--- config.mk ---
export PLATFORM = sky130hd
export DESIGN_NAME = rcb_frl_training_detector_flat
export DESIGN_NICKNAME = d
export VERILOG_FILES = /design/src/rtl/rcb_frl_training_detector_pkg.sv /design/src/rtl/rcb_frl_training_detector_if.sv /design/src/rtl/rcb_frl_train_match.sv /design/src/rtl/rcb_frl_training_detector.sv /design/src/flat_wrapper.sv
export SDC_FILE = /design/constraint.sdc
export NUM_CORES = 1
export LEC_CHECK = 0
export ABC_AREA = 1
export CORE_MARGIN = 1.5
export CORE_UTILIZATION = 59
export CTS_CLUSTER_DIAMETER = 120
export DETAILED_ROUTE_END_ITERATION = 6
export PLACE_DENSITY = 0.81
export SYNTH_ARGS = -nofsm -noshare
export SYNTH_HDL_FRONTEND = slang
export SYNTH_SLANG_ARGS = --single-unit
--- constraint.sdc ---
create_clock -name CLK -period 2.69 [get_ports CLK]
set_input_delay 0.538 -clock CLK [delete_from_list [all_inputs] [get_ports CLK]]
set_output_delay 0.538 -clock CLK [all_outputs]
set_load 0.05 [all_outputs]
--- src/rtl/rcb_frl_training_detector_pkg.sv ---
// Shared definitions for the FRL training detector and the transmit-side pattern generator.
package rcb_frl_training_detector_pkg;

    localparam logic [7:0] TRAIN_A = 8'hF4;
    localparam logic [7:0] TRAIN_B = 8'hC2;

    typedef enum logic [2:0] {
        S_IDLE,
        S_SEARCH,
        S_SLIP_WAIT,
        S_LOCKED,
        S_FAIL
    } state_t;

endpackage

--- src/rtl/rcb_frl_training_detector_if.sv ---
// Receive-byte input and alignment status/control bundle of the training detector.
interface rcb_frl_training_detector_if;

    logic       EN;
    logic [7:0] DATA_IN;
    logic       BITSLIP;
    logic       LOCKED;
    logic       FAIL;
    logic [3:0] SLIP_CNT;

    modport master (output EN, DATA_IN, input BITSLIP, LOCKED, FAIL, SLIP_CNT);
    modport slave  (input EN, DATA_IN, output BITSLIP, LOCKED, FAIL, SLIP_CNT);

endinterface

--- src/rtl/rcb_frl_train_match.sv ---
// Classifies each received byte against the strictly alternating F4/C2 training pattern.
module rcb_frl_train_match
    import rcb_frl_training_detector_pkg::*;
(
    input  logic       CLK,
    input  logic       RST,
    input  logic       restart,
    input  logic       sample,
    input  logic [7:0] data,
    output logic       match
);

    logic [7:0] prev;
    logic       prev_valid;

    always_ff @(posedge CLK) begin
        if (RST) begin
            prev       <= 8'h00;
            prev_valid <= 1'b0;
        end else begin
            prev <= data;
            if (restart)
                prev_valid <= 1'b0;
            else if (sample)
                prev_valid <= 1'b1;
        end
    end

    // Two identical training bytes in a row mean the word boundary is wrong.
    assign match = ((data == TRAIN_A) || (data == TRAIN_B)) &&
                   (!prev_valid || (data != prev));

endmodule

--- src/rtl/rcb_frl_training_detector.sv ---
// Word-alignment FSM: hunts for the training pattern with bitslips, then tracks lock.
module rcb_frl_training_detector
    import rcb_frl_training_detector_pkg::*;
#(
    parameter int LOCK_COUNT = 16,
    parameter int LOSS_COUNT = 4,
    parameter int SLIP_WAIT  = 4,
    parameter int MAX_SLIPS  = 8
)(
    input logic                        CLK,
    input logic                        RST,
    rcb_frl_training_detector_if.slave bus
);

    localparam int MATCH_W = $clog2(LOCK_COUNT + 1);
    localparam int MISS_W  = $clog2(LOSS_COUNT + 1);
    localparam int WAIT_W  = $clog2(SLIP_WAIT + 1);

    localparam logic [MATCH_W-1:0] MATCH_SAT  = MATCH_W'(LOCK_COUNT);
    localparam logic [MATCH_W-1:0] MATCH_LAST = MATCH_W'(LOCK_COUNT - 1);
    localparam logic [MISS_W-1:0]  MISS_SAT   = MISS_W'(LOSS_COUNT);
    localparam logic [MISS_W-1:0]  MISS_LAST  = MISS_W'(LOSS_COUNT - 1);
    localparam logic [WAIT_W-1:0]  WAIT_LAST  = WAIT_W'(SLIP_WAIT);
    localparam logic [3:0]         SLIP_SAT   = 4'(MAX_SLIPS);

    state_t             state, state_next;
    logic               slip_req;
    logic               match;
    logic [MATCH_W-1:0] match_cnt;
    logic [MISS_W-1:0]  miss_cnt;
    logic [WAIT_W-1:0]  wait_cnt;
    logic [3:0]         slip_cnt;
    logic               bitslip_q, locked_q, fail_q;

    rcb_frl_train_match u_match (
        .CLK     (CLK),
        .RST     (RST),
        .restart ((state_next == S_SEARCH) && (state != S_SEARCH)),
        .sample  ((state == S_SEARCH) || (state == S_LOCKED)),
        .data    (bus.DATA_IN),
        .match   (match)
    );

    always_comb begin
        state_next = state;
        slip_req   = 1'b0;
        case (state)
            S_IDLE:
                if (bus.EN) state_next = S_SEARCH;
            S_SEARCH:
                if (match) begin
                    if (match_cnt == MATCH_LAST) state_next = S_LOCKED;
                end else if (slip_cnt != SLIP_SAT) begin
                    slip_req   = 1'b1;
                    state_next = S_SLIP_WAIT;
                end else begin
                    state_next = S_FAIL;
                end
            S_SLIP_WAIT:
                if (wait_cnt == WAIT_LAST) state_next = S_SEARCH;
            S_LOCKED:
                if (!match && (miss_cnt == MISS_LAST)) state_next = S_SEARCH;
            S_FAIL:
                state_next = S_FAIL;
            default:
                state_next = S_IDLE;
        endcase
        if (!bus.EN) begin
            state_next = S_IDLE;
            slip_req   = 1'b0;
        end
    end

    always_ff @(posedge CLK) begin
        if (RST) begin
            state     <= S_IDLE;
            match_cnt <= '0;
            miss_cnt  <= '0;
            wait_cnt  <= '0;
            slip_cnt  <= '0;
            bitslip_q <= 1'b0;
            locked_q  <= 1'b0;
            fail_q    <= 1'b0;
        end else begin
            state     <= state_next;
            bitslip_q <= slip_req;
            locked_q  <= (state_next == S_LOCKED);
            fail_q    <= (state_next == S_FAIL);
            // The bitslip cycle itself is not part of the settle window, hence SLIP_WAIT+1 cycles.
            wait_cnt  <= ((state == S_SLIP_WAIT) && (wait_cnt != WAIT_LAST)) ?
                         wait_cnt + WAIT_W'(1) : '0;
            if (state_next == S_IDLE) begin
                match_cnt <= '0;
                miss_cnt  <= '0;
                slip_cnt  <= '0;
            end else begin
                case (state)
                    S_SEARCH:
                        if (match) begin
                            if (match_cnt != MATCH_SAT) match_cnt <= match_cnt + MATCH_W'(1);
                        end else if (slip_req) begin
                            match_cnt <= '0;
                            slip_cnt  <= slip_cnt + 4'd1;
                        end
                    S_LOCKED:
                        if (match) begin
                            miss_cnt <= '0;
                        end else if (state_next == S_SEARCH) begin
                            miss_cnt  <= '0;
                            match_cnt <= '0;
                            slip_cnt  <= '0;
                        end else if (miss_cnt != MISS_SAT) begin
                            miss_cnt <= miss_cnt + MISS_W'(1);
                        end
                    default: ;
                endcase
            end
        end
    end

    assign bus.BITSLIP  = bitslip_q;
    assign bus.LOCKED   = locked_q;
    assign bus.FAIL     = fail_q;
    assign bus.SLIP_CNT = slip_cnt;

endmodule

--- src/flat_wrapper.sv ---
// flat-port wrapper written by rule: the top's interface ports become plain ports
module rcb_frl_training_detector_flat import rcb_frl_training_detector_pkg::*;
#(
    parameter int LOCK_COUNT = 16,
    parameter int LOSS_COUNT = 4,
    parameter int SLIP_WAIT  = 4,
    parameter int MAX_SLIPS  = 8
)
  (CLK, RST, bus_EN, bus_DATA_IN, bus_BITSLIP, bus_LOCKED, bus_FAIL, bus_SLIP_CNT);
  rcb_frl_training_detector_if bus_i ();
  input logic CLK;
  input logic RST;
  input wire logic [$bits(bus_i.EN)-1:0] bus_EN;
  input wire logic [$bits(bus_i.DATA_IN)-1:0] bus_DATA_IN;
  output wire logic [$bits(bus_i.BITSLIP)-1:0] bus_BITSLIP;
  output wire logic [$bits(bus_i.LOCKED)-1:0] bus_LOCKED;
  output wire logic [$bits(bus_i.FAIL)-1:0] bus_FAIL;
  output wire logic [$bits(bus_i.SLIP_CNT)-1:0] bus_SLIP_CNT;
  assign bus_i.EN = bus_EN;
  assign bus_i.DATA_IN = bus_DATA_IN;
  assign bus_BITSLIP = bus_i.BITSLIP;
  assign bus_LOCKED = bus_i.LOCKED;
  assign bus_FAIL = bus_i.FAIL;
  assign bus_SLIP_CNT = bus_i.SLIP_CNT;
  rcb_frl_training_detector #(.LOCK_COUNT(LOCK_COUNT), .LOSS_COUNT(LOSS_COUNT), .SLIP_WAIT(SLIP_WAIT), .MAX_SLIPS(MAX_SLIPS)) u_core (.CLK(CLK), .RST(RST), .bus(bus_i));
endmodule
==> metrics list, run 1 <==
- The final layout contains 274 nets.
* Most frequent cells after synthesis: 44 x nand2_1, 39 x inv_1, 31 x nor2_1, 30 x dfxtp_1, 14 x nand3_1
- Reg-to-Reg Start: u_core.state[0]$_SDFF_PP0_
- Final clock period utilization by the worst path: 80.9%
- Classification of the worst setup path: in -> reg
- The clock passes through at most 2 buffers.
- At the worst endpoint, the arrival time is 2410 ps.
- After clock tree synthesis, the setup repair step added 0 buffers.
- The die is 55.7 µm tall.
- Clock Root Buffer: clkbuf_4
- Clk sink count: 30
- Yosys mapped a number of flops with a built-in enable equal to 0.
- Required time at the endpoint of the critical path: 2920 ps
- Max-cap violations in this run came to 0.
- Via count: 1415
* Area of all sequential standard cells: 601 µm²
* Count of mapped cells out of synthesis: 230
- Combinational family with the most area after synthesis: simple AND/OR/NAND/NOR gates
* Area occupied by multi-input gates: 860 µm²
- Synthesized-area fraction occupied by adder cells: 7.62%
- Remaining number of nets flagged by the antenna check after routing: 0
- Insertion delay to the later sink of the worst-skew pair: 330 ps
* CTS hold repair buffers: 0
* Most instantiated flip-flop cell in the synthesis netlist: dfxtp_1
* Cell type with the largest total area after synthesis: dfxtp_1
- CTS H-tree lvls: 2
* Worst Skew: 7.96 ps
* Clock buffer count from CTS: 5
* Final setup TNS: 0 ps
* Maximum number of pins on one net before global-route repair: 15
- For this run, the detailed router's first-pass iteration total came to 4.
* Initial Utilization: 64.5%
* Synth cell types: 29
- For the pin with the worst max-slew slack, the measured transition is 492 ps.
- Routed wire length: 3.06 mm
* Critical path endpoint category: flop
- Cell occurring most often along the worst timing path: nand2_1
- The total overflow left after global routing is 0.
* Stage delay of the slowest cell on the critical path: 530 ps
* Met3 capacity usage during global routing: 7.21%
- Dividing total power by cell area gives a power density of 465 nW/µm².
* Vias in the first global route: 1339
* Synth-to-layout area growth: 17.1%
- Normalized max-slew margin: 67.1%
* # IOs: 18
- Average footprint of a synthesized cell: 7.14 µm²
- Count of buffers inserted at the top-level ports: 17
* Critical path origin: bus_DATA_IN[1]
- Highest-utilization routing layer at the global route stage: met2
* TritonCTS clock tree: yes
- Summing the areas of all and, or, nand and nor instances in the mapped netlist gives 33.0% of the synthesized area.
- The die covers 3110 µm².
- Of the total synthesized cell area, the portion taken by XOR and XNOR cells is 3.20%.
- Die Width: 55.7 µm
- IR analysis of the VDD net gives a maximum drop of 0.000448 V.
- Leading cell types by total area after synthesis: dfxtp_1 37%, nand2_1 10%, inv_1 8.9%
* Synth Cell Area: 1640 µm²
- Yosys instantiated no cell more often than nand2_1.
* Area of the core: 2540 µm²
* Worst hold path startpoint: u_core.wait_cnt[0]$_SDFF_PP0_
- HPWL reported at the end of detailed placement: 2.24 mm
- Leakage Power: 0.872 nW
* Post-CTS clock slew at the launch and capture registers of the worst setup and hold paths: 90 ps
- Post-synthesis mux area share: 0%
- Worst-path cell chain: clkdlybuf4s50_1 > inv_2 > nand2_1 > nand2_1 > inv_1 > nand2_1 > nor2_2 > nand3_2 > nand2_4 > nand2_1 > nand2_1 > nand2_2 > nor2_2 > nand2_4 > nand2_4 > nand2_2 > o21ai_1 > inv_1
- Fraction of layout instances using a drive strength above 1: 13.0%
- Number of antenna violations at the first check in global routing: 0
- The worst setup path is launched from an input port.
- Sequential cells were found to cover 36.6% of the synthesized design area.
- Summing the areas of all compound-gate instances in the mapped netlist gives 8.54% of the synthesized area.
- Total inserted antenna cells: 0
- Synthesis produced a netlist with a net count of 251.
* Peak clock frequency supported by timing: 0.460 GHz
* Time the worst path needs with I/O delays and setup: 2180 ps
* Final count of pins violating max slew: 0
* Cell Rows: 18
- The top cell type by area accounts for 36.6% of the synthesized area.
* Number of DRC violations after detailed routing: 0
- Drt first-iter violations: 49
- In the synthesized netlist the async set-or-reset flop fraction comes to 0%.
* Critical-path cell with the highest stage delay: clkdlybuf4s50_1
- Post-CTS repair changed the size of 0 cells.
- Yosys reg bits: 30
- Run status: finished, final reports clean
* RSZ-0062 raised after global routing: false
* GRT met1 Usage: 29.7%
- At the end of routability-driven placement, the weighted congestion stood at 0.851.
- Setup violations remaining at the end of the flow were counted as 0.
- Filler Cells Inserted: 214
- Global routing consumed, on the met2 layer, 35.2% of the routing resources.
- Final hold analysis gives a worst-case slack of 457 ps.
* Final hold violation count: 0
- The path class of the tightest hold or removal check is reg -> reg.
* Synth warnings: 0
- First-pass GRT wire length: 5.60 mm
- Total global routing track utilization: 22.7%
- After detailed routing, the average wire length per cell comes to 10.8 µm.
* DR vias/cell: 4.98
- Of all nets on the critical path, the largest fanout is 6.
==> layer usage <==
metal	up-vias	wire length, µm
li1	761	-
met1	623	1510
met2	25	1340
met3	6	158
met4	0	48
met5	-	0
==> logic make-up (layout without fill, tap and decap cells) <==
logic type | count (synthesis) | after routing
simple gates | 113 | 113
buf+inv | 47 | 71
flops | 30 | 30
compound gates | 24 | 24
fa+ha+maj | 10 | 10
xor+xnor | 6 | 6
==> layout make-up <==
| class | instances | share of cell area [%] |
|---|---|---|
| Tap cell | 30 | 1.95 |
| Inverter | 45 | 8.78 |
| Multi-Input combinational cell | 153 | 44.7 |
| Clock buffer | 8 | 4.10 |
| Sequential cell | 30 | 31.2 |
| Timing Repair Buffer | 18 | 9.24 |
==> sequential cells by signal, summed over array words and instances (netlist names) <==
signal,count
u_core.bus.BITSLIP,1
u_core.bus.FAIL,1
u_core.bus.LOCKED,1
u_core.bus.SLIP_CNT,4
u_core.match_cnt,5
u_core.miss_cnt,3
u_core.state,3
u_core.u_match.prev,8
u_core.u_match.prev_valid,1
u_core.wait_cnt,3
==> worst max-delay path: cells and delay by family <==
family          cells  cell delay [ps]
simple gates       13             1060
buf+inv             4              680
compound gates      1              130
==> final timing paths <==
| check | slack, ps | endpoint | cells past startpoint |
|---|---|---|---|
| worst min-delay path | 460 | u_core.wait_cnt[0]$_SDFF_PP0_ | 1 |
| worst max register to register | 910 | u_core.bus.SLIP_CNT[0]$_SDFFE_PP0P_ | 11 |
| worst min register to register | 460 | u_core.wait_cnt[0]$_SDFF_PP0_ | 1 |
| worst max-delay path | 510 | u_core.bus.SLIP_CNT[0]$_SDFFE_PP0P_ | 18 |
==> report_power, final <==
| group | switching, mW | total (mW) | internal (mW) |
|---|---|---|---|
| combinational | 0.0618 | 0.101 | 0.0390 |
| sequential | 0.00529 | 0.460 | 0.454 |
| clock | 0.156 | 0.334 | 0.178 |
| total | 0.223 | 0.895 | 0.672 |
==> layout by cell type, fill, tap and decap left out, types with 4 or more instances in the layout <==
master	synthesis	routed
nand2_2	4	4
inv_2	6	6
nand3_1	14	14
ha_1	10	10
clkdlybuf4s50_1	0	17
dfxtp_1	30	30
nand4_1	4	4
nand2_1	44	44
nor2_1	31	31
nor2_2	4	4
a21oi_1	12	12
xor2_1	5	5
inv_1	39	39
clkbuf_4	0	5
==> per-stage QoR <==
stage	total power [mW]	std cells	instance area, µm²	util [%]	worst slack (ps)
final	0.895	284	1920	75.6	514
after global routing	0.937	284	1920	75.6	293
after CTS	0.900	284	1920	75.6	520
after detailed placement	0.570	276	1840	72.5	175
after global placement	0.569	276	1840	72.5	181
after floorplan	0.536	230	1640	-	801
Power figures use the tool's default switching activity.
==> inputs of run 2 (changes only) <==
- CORE_UTILIZATION: 59 -> 55
- PLACE_DENSITY: 0.81 -> 0.76
- clock period: 2.69 -> 2.2 ns (I/O delays scaled with it)
==> run 2 against run 1 <==
Die area is 6.9% higher. Global-route usage is 0.93 points lower. The flow now finishes with violations (DRC). Largest power group unchanged. Hold slack worse by 11 ps. Highest routed layer unchanged. First-iteration DRC count is 20% lower. Largest cell class unchanged.
==> metrics list, run 2 (synthesis gave the netlist of run 1 again) <==
- The worst path required time came to 2440 ps (-480 ps).
* Final hold violation count: 0 (unchanged)
- Kind of start point of the critical path: input port
* Critical path endpoint category: flop
* Failing checks: DRC
- Maxcap violations: 0 (unchanged)
- The worst max-slew margin expressed relative to the limit was 66.7% (-0.41 points).
- Fraction of layout instances using a drive strength above 1: 17.6% (+4.6 points)
* # setup viols final: 0 (unchanged)
- Clock Root Buffer: clkbuf_4
* Worst slew pin tran: 499 ps (+6.13 ps)
- The number of top-level pins is 18 (unchanged).
- The library cell used most frequently in the layout, excluding fill and tap cells, is nand2_1.
* Remaining number of nets flagged by the antenna check after routing: 0 (unchanged)
- The total power density per cell area was 521 nW/µm² (+12%).
- Peak clock frequency supported by timing: 0.490 GHz
* First-pass GRT wire length: 5.63 mm (+0.50%)
* TritonCTS clock tree: yes
* Instance count along the most critical hold path: 1 (unchanged)
- The slowest stage of the critical path is the clkdlybuf4s50_1 cell.
- Synth-to-layout area growth: 22.3%
- The tightest min-delay check is of the reg -> reg type.
- The remaining design rule violation count came to 2 (+2).
* Buffers inserted during post-CTS setup optimization: 0 (unchanged)
- The effective utilization at floorplan was 58.5% (-6.0 points).
- Insertion delay to the later sink of the worst-skew pair: 330 ps (about the same)
- DR vias/cell: 4.96 (-0.52%)
- Via count: 1477 (+4.4%)
- Post-CTS clock slew at the launch and capture registers of the worst setup and hold paths: 100 ps (about the same)
* RSZ-0062 raised after global routing: false
* Register with the most flip-flops: u_core.u_match.prev
- Leakage Power: 0.931 nW (+6.7%)
- The clock tree skew after final layout was 11.1 ps (+3.14 ps).
- Final clock period utilization by the worst path: 92.7%
* Final weighted congestion of routability-driven global placement: 0.830 (-2.5%)
* Max rail drop VDD: 0.000472 V (+5.3%)
- Run status: finished, violations left
* Time the worst path needs with I/O delays and setup: 2040 ps
- Total global routing track utilization: 21.8% (-0.93 points)
- Sum of met3 wire segment lengths after detailed routing: 175 µm (+11%)
* Detailed-route wire length per cell: 10.9 µm (+0.92%)
- HPWL reported at the end of detailed placement: 2.41 mm (+7.4%)
- The max-slew violation count came to 0 (unchanged).
* Topmost layer with routed signal wires: met4
* Total inserted antenna cells: 0 (unchanged)
* Final design utilization: 71.6% (-4.0 points)
- Worst Reg-to-Reg Cells: 17 (+6)
- The maximum fanout encountered on the critical timing path is 6 (unchanged).
- The total negative setup slack came to 0 ps (unchanged).
- Data arrival time of the critical path: 2280 ps (-130 ps)
- The via count of the first global-routing pass came to 1399 (+4.5%).
* Finished layout cell area: 2010 µm² (+4.4%)
* # nets final: 287 (+4.7%)
* Die Width: 57.6 µm (+3.4%)
- The iteration count of the initial detailed-routing pass is 6 (+2).
* Post-Place Cells: 290 (+5.1%)
* Routed wire length: 3.24 mm (+5.9%)
- The number of DRC markers in iteration 0 came to 39 (-20%).
- The library cells used most frequently in the layout, excluding fill and tap cells, are 44 x nand2_1, 38 x inv_1, 30 x nor2_1, 30 x dfxtp_1, 16 x clkdlybuf4s50_1.
- The initial antenna violation count came to 0 (unchanged).
- The total chip power is 1.05 mW (+17%).
- Routed met1 length: 1.56 mm (+2.9%)
- The total of buffers placed on input and output ports was 17 (unchanged).
- Flip-flop count of the largest register after layout: 8 (unchanged)
* Maximum buffer depth of the clock tree: 2 (unchanged)
* Vertical die dimension: 57.6 µm (+3.4%)
- The pin count of the biggest net entering global routing came to 15 (unchanged).
- Total grt overflow: 0 (unchanged)
- CTS H-tree lvls: 2 (unchanged)
- The critical path goes through clkdlybuf4s50_1 > nand2_1 > nand2_1 > nand2_1 > nor2_2 > nand3_2 > nand2_4 > nand2_1 > nand2_1 > nand2_2 > nor2_2 > nand2_4 > nand2_4 > nand2_2 > o21ai_1 > inv_1.
* Classification of the worst setup path: in -> reg
* Final cell count without fillers: 298 (+4.9%)
- Quantity of gates resized following cts: 0 (unchanged)
* Area of the core: 2810 µm² (+10%)
* Cell Rows: 19 (+1)
* Cell occurring most often along the worst timing path: nand2_1
- The area of the die is 3320 µm² (+6.9%).
- The count of hold buffers inserted by post-cts repair came to 0 (unchanged).
* Clk sink count: 30 (unchanged)
- The amount of wire on met2 after detailed routing came to 1.42 mm (+6.3%).
- The placed cell area came to 1940 µm² (+5.4%).
- Stage delay of the slowest cell on the critical path: 530 ps (about the same)
* Clock buffer count from CTS: 5 (unchanged)
==> run 2: cell count changes in the layout (fill, tap and decap cells not counted) <==
| cell | before | now |
|---|---|---|
| nor2_2 | 4 | 5 |
| inv_2 | 6 | 7 |
| inv_1 | 39 | 38 |
| clkinv_2 | 0 | 1 |
| dlymetal6s2s_1 | 0 | 1 |
| clkbuf_1 | 0 | 1 |
| buf_4 | 1 | 14 |
| clkbuf_8 | 3 | 1 |
| nor2_1 | 31 | 30 |
| clkdlybuf4s50_1 | 17 | 16 |
==> run 2: final timing paths <==
path                                           from                             endpoint  slack, ps
setup / recovery                     bus_DATA_IN[6]  u_core.bus.SLIP_CNT[0]$_SDFFE_PP0P_        160
hold / removal        u_core.wait_cnt[0]$_SDFF_PP0_        u_core.wait_cnt[0]$_SDFF_PP0_        450
hold reg to reg       u_core.wait_cnt[0]$_SDFF_PP0_        u_core.wait_cnt[0]$_SDFF_PP0_        450
setup reg to reg  u_core.u_match.prev[5]$_SDFF_PP0_  u_core.bus.SLIP_CNT[0]$_SDFFE_PP0P_        440
==> run 2: report_power, final <==
group | internal [mW] | switching [mW] | total (mW)
clock network | 0.155 | 0.188 | 0.342
registers | 0.556 | 0.00663 | 0.562
logic | 0.0611 | 0.0803 | 0.141
total | 0.771 | 0.275 | 1.05
==> run 2: final cells by class <==
type	count	area [µm²]
Tap cell	31	38.8
Timing Repair Buffer	31	278
Fill cell	255	797
Inverter	45	169
Sequential cell	30	601
Multi-Input combinational cell	153	862
Clock inverter	1	5.00
Clock buffer	7	55.1
==> run 2: worst max-delay path, delay by kind of cell <==
family	cells	cell delay, ps
and+or+nand+nor	13	1140
AOI/OAI and AO/OA	1	130
buffers and inverters	2	570
==> run 2: stage by stage <==
stage                     setup slack [ps]  hold slack, ps
after global routing                  9.24             491
final                                  161             446
after global placement                -225             427
after floorplan                        311             417
after detailed placement              -230             433
after CTS                              121             450
==> run 2: routing by layer <==
layer,GRT usage (%),vias to the layer above
li1,-,791
met1,26.6,645
met2,34.7,31
met3,7.81,10
met4,9.30,0
met5,0,-
